## src/rtl/uart_rx.sv

```systemverilog
// 8N1 UART receiver: 2-flop synchronizer, mid-bit sampling on a clk-derived bit counter,
// one-cycle valid / frame_err strobes for fabric logic.
module uart_rx #(
   parameter int CLKS_PER_BIT = 868,
   parameter int HALF_BIT     = 434
) (
   input  logic       clk,
   input  logic       rst,
   input  logic       rx,
   output logic [7:0] data,
   output logic       valid,
   output logic       frame_err,
   output logic       busy
);

   localparam int CW = $clog2(CLKS_PER_BIT);

   typedef enum logic [2:0] {IDLE, START, DATA, STOP, BREAK} state_t;

   state_t        state, state_n;
   logic [CW-1:0] cnt, cnt_n;
   logic [2:0]    bit_idx, bit_idx_n;
   logic [7:0]    shreg, shreg_n;
   logic [7:0]    data_n;
   logic          valid_n, frame_err_n;
   logic          rx_meta, rx_s;
   logic          bit_end, half_end;

   // Synchronizer resets to 1 so a reset never looks like a start edge.
   always_ff @(posedge clk or posedge rst) begin
      if (rst) begin
         rx_meta <= 1'b1;
         rx_s    <= 1'b1;
      end else begin
         // NOTE: non-blocking assignments make every flop sample the pre-edge value, so the
         // two stages really are two clocks apart regardless of statement order.
         rx_meta <= rx;
         rx_s    <= rx_meta;
      end
   end

   assign bit_end  = (cnt == CW'(CLKS_PER_BIT - 1));
   assign half_end = (cnt == CW'(HALF_BIT - 1));
   assign busy     = (state != IDLE);

   always_ff @(posedge clk or posedge rst) begin
      if (rst) begin
         state     <= IDLE;
         cnt       <= '0;
         bit_idx   <= '0;
         shreg     <= '0;
         data      <= '0;
         valid     <= 1'b0;
         frame_err <= 1'b0;
      end else begin
         state     <= state_n;
         cnt       <= cnt_n;
         bit_idx   <= bit_idx_n;
         shreg     <= shreg_n;
         data      <= data_n;
         valid     <= valid_n;
         frame_err <= frame_err_n;
      end
   end

   always_comb begin
      // NOTE: every output of this block gets a default first, so no path can leave a
      // value unassigned and infer a latch.
      state_n     = state;
      cnt_n       = cnt;
      bit_idx_n   = bit_idx;
      shreg_n     = shreg;
      data_n      = data;
      valid_n     = 1'b0;
      frame_err_n = 1'b0;

      unique case (state)
         IDLE: begin
            cnt_n = '0;
            if (!rx_s) state_n = START;
         end
         START: begin
            if (half_end) begin
               cnt_n = '0;
               if (rx_s) begin
                  state_n = IDLE;
               end else begin
                  state_n   = DATA;
                  bit_idx_n = '0;
               end
            end else begin
               cnt_n = cnt + 1'b1;
            end
         end
         DATA: begin
            if (bit_end) begin
               cnt_n   = '0;
               shreg_n = {rx_s, shreg[7:1]};
               if (bit_idx == 3'd7) state_n = STOP;
               else                 bit_idx_n = bit_idx + 3'd1;
            end else begin
               cnt_n = cnt + 1'b1;
            end
         end
         STOP: begin
            if (bit_end) begin
               cnt_n = '0;
               if (rx_s) begin
                  data_n  = shreg;
                  valid_n = 1'b1;
                  state_n = IDLE;
               end else begin
                  frame_err_n = 1'b1;
                  state_n     = BREAK;
               end
            end else begin
               cnt_n = cnt + 1'b1;
            end
         end
         BREAK: begin
            // A held-low line is a break, not a stream of zero bytes.
            cnt_n = '0;
            if (rx_s) state_n = IDLE;
         end
         default: state_n = IDLE;
      endcase
   end

endmodule

```

## config.mk

```make
export PLATFORM = sky130hd
export DESIGN_NAME = uart_rx
export DESIGN_NICKNAME = d
export VERILOG_FILES = /design/src/rtl/uart_rx.sv
export SDC_FILE = /design/constraint.sdc
export NUM_CORES = 1
export LEC_CHECK = 0
export BUFFER_PORTS_ARGS = -buffer_cell sky130_fd_sc_hd__buf_2
export CORE_ASPECT_RATIO = 1.2
export CORE_UTILIZATION = 30
export CTS_CLUSTER_DIAMETER = 50
export DETAILED_ROUTE_END_ITERATION = 10
export PLACE_DENSITY = 0.58
export SYNTH_ARGS = -nofsm -noshare
export SYNTH_HDL_FRONTEND = slang
export SYNTH_SLANG_ARGS = --single-unit
```

## constraint.sdc

```tcl
create_clock -name clk -period 2.3 [get_ports clk]
set_clock_uncertainty 0.1 [all_clocks]
set_input_delay 0.345 -clock clk [delete_from_list [all_inputs] [get_ports clk]]
set_output_delay 0.345 -clock clk [all_outputs]
set_load 0.01 [all_outputs]
```

==> impl_metrics.ini <==
[status]
status = finished clean

[layout]
register_area_sq_um = 903.4
nets = 176
stdcell_area_sq_um = 1944
multi_input_area_sq_um = 777.0
drive_gt1_share_pct = 25.88
diodes = 0
area_growth_pct = 11.48
num-fill-cells = 579

[clock_tree]
insertion_delay_ns = 0.29
ctsHoldBuffers = 0
cts_resized = 0
cts.sinks = 36
numCtsBuffers = 5
htree_levels = 2
cts_tree = done
clkTransAtPathRegs_ns = 0.07
cts.path.max_buffers = 2
cts_setup_buffers = 0
clockRootBuffer = clkbuf_8

[grt]
grt_use_total_pct = 11.77
grt.overflow.total = 0
grt_max_degree = 37
grt_antenna_before_repair = 0
grt_pass1_wl_um = 5513
grt_pass1_vias = 1177

[synthesis]
synth_top_area_share_pct = 48.78
ys_warn_count = 0
synthFlopType = dfrtp_1
synth_area_sq_um = 1744
synth_edf_count = 0
async_flop_share_pct = 100.0
synth_cells = 156
yosys.area.top_type = dfrtp_1
seq_area_frac_synth_pct = 51.79
ys_types = 43
synth_area_leaders = dfrtp_1 49%, mux2_2 11%, nor2_1 3.4%
synth_fp_nets = 163
syn_area_per_cell_sq_um = 11.18
synth-seq-cells = 36

[critical_path]
critPathMaxStageDelay_ns = 0.43
crit_fanout = 9
r2r_end = data[4]
cp-start-kind = register
critPathArrivalTime_ns = 2.12
crit_path_frequent_cell = and3_1
reg2regPathDepth = 5
end_kind = register
slowest_stage = dfrtp_1
ff2ff_setup_slack_ns = 0.26
path_cells = ha_1, and3_1, and3_1, nand4_4, mux2_2
r2r-start = cnt[0]
crit_type = reg -> reg
cp.required_ns = 2.38

[sta]
rsz0062_at_grt = false
tightest_slew_ns = 0.5003
post-route-period-util_pct = 88.91
fmax_mhz = 489.0
setup_viol = 0
fin_crit_ns = 2.045
slew_viol_final = 0
final.setup.worst_slack_ns = 0.2551
setup_tns_ns = 0
relSlewSlack_pct = 66.21
final_hold_viol_count = 0

[place]
gp_congestion = 0.7336
dpl_cell_area_sq_um = 1859
dp_hpwl_um = 2215
numPortBuffers = 13
pre_cts_ws_ns = 0.2547

[floorplanning]
num_rows = 30
core_sq_um = 5630
die_h_um = 85.53
boundaryPins = 14
dieArea_sq_um = 6124
die_w_um = 71.61
start_util_pct = 30.98

[route]
routed_wl_um = 3153
drt_iter0_markers = 28
num_vias = 1203
ant_nets = 0
routed_via_density = 5.141
wl_per_cell_um = 13.47
drc = 0
first_pass_iters = 4

[flow_run]
drv_cap = 0

[power_and_ir_drop]
power.density_nw_per_um2 = 557.8
peakVddDrop_uv = 358.5
power.leakage_uw = 0.0009303

[min_path]
hp-class = in -> async
worst max-delay path, delay by kind of cell (launching register included):
family                   cells  cell delay [ns]
multiplexers                 1             0.33
adder cells (fa/ha/maj)      1             0.27
flip-flops                   1             0.43
AND/OR/NAND/NOR              3             0.80
registers in the layout, indices dropped and copies added (netlist names):
signal,flops
bit_idx,3
frame_err,1
cnt,10
state,3
shreg,8
valid,1
data,8
rx_meta,1
rx_s,1
cell usage after synthesis, drive strengths merged (2+ instances only):
| cell type | count |
|---|---|
| a211oi | 2 |
| a21oi | 6 |
| a22o | 2 |
| a41oi | 2 |
| and3 | 2 |
| buf | 6 |
| clkbuf | 3 |
| dfrtp | 34 |
| dfstp | 2 |
| ha | 4 |
| inv | 5 |
| mux2 | 17 |
| nand2 | 10 |
| nand2b | 2 |
| nand3 | 5 |
| nand4 | 4 |
| nor2 | 16 |
| nor4 | 3 |
| o21ai | 7 |
| xnor2 | 5 |
logic make-up (layout without fill, tap and decap cells):
logic type / Yosys count / count (layout) / share of synthesized area, %
AND/OR/NAND/NOR: 52 / 52 / 17.07
flip-flops: 36 / 36 / 51.79
AO/OA/AOI/OAI: 26 / 26 / 10.04
multiplexers: 18 / 18 / 11.55
buffers and inverters: 14 / 28 / 3.658
XOR/XNOR: 6 / 6 / 3.013
adder cells (fa/ha/maj): 4 / 4 / 2.870
metal layers:
metal	global-route usage, %	up-vias	part of all wire, %
met5	0	-	0
li1	-	582	-
met1	13.96	598	46
met3	3.173	7	2.4
met2	19.30	16	49
met4	6.417	0	2.3
metrics by stage:
| step | hold slack (ns) | power [uW] | util [%] | std cells |
|---|---|---|---|---|
| floorplan | 0.2452 | 661.6 | - | 156 |
| global placement | 0.2498 | 669.0 | 33.02 | 226 |
| detailed placement | 0.2468 | 668.9 | 33.02 | 226 |
| CTS | 0.03811 | 1109 | 34.53 | 234 |
| global route | 0.03522 | 1132 | 34.53 | 234 |
| finish | 0.04279 | 1084 | 34.53 | 234 |
layout make-up:
type	instances	share of cell area, %
inverters	5	0.9653
well taps	64	4.118
multi-input cells	106	39.96
flip-flops and latches	36	46.46
clock inverters	2	0.6435
repair buffers	15	4.118
clock buffers	6	3.732
how the worst max path moves through the flow:
stage | start | endpoint | slack (ns) | depth (start not counted)
finish | cnt[0] | data[4] | 0.26 | 5
global route | cnt[0] | cnt[1] | 0.09 | 5
CTS | cnt[0] | data[4] | 0.25 | 5
detailed placement | cnt[0] | data[4] | 0.25 | 5
global placement | cnt[0] | data[1] | 0.29 | 5
floorplan | cnt[0] | data[0] | 0.32 | 7
where the power goes:
group          switching, uW  internal, uW
Clock                    218           211
Combinational           13.0          3.82
Sequential              2.44           636
Total                    233           851
cell usage in the layout (no fill, tap or decap), types with 2 or more instances in the layout:
master	count
and3_1	2
a22o_1	2
nand4_1	2
nand2_1	10
a211oi_1	2
dfstp_2	2
nor2_1	16
a21oi_1	6
clkbuf_8	5
buf_4	2
xnor2_1	5
mux2_2	17
o21ai_0	7
nand2b_1	2
ha_1	4
nor4_1	3
inv_1	5
nand3_1	5
a41oi_1	2
dfrtp_1	34
buf_2	13
No activity file was read; power rests on OpenSTA's default activity.
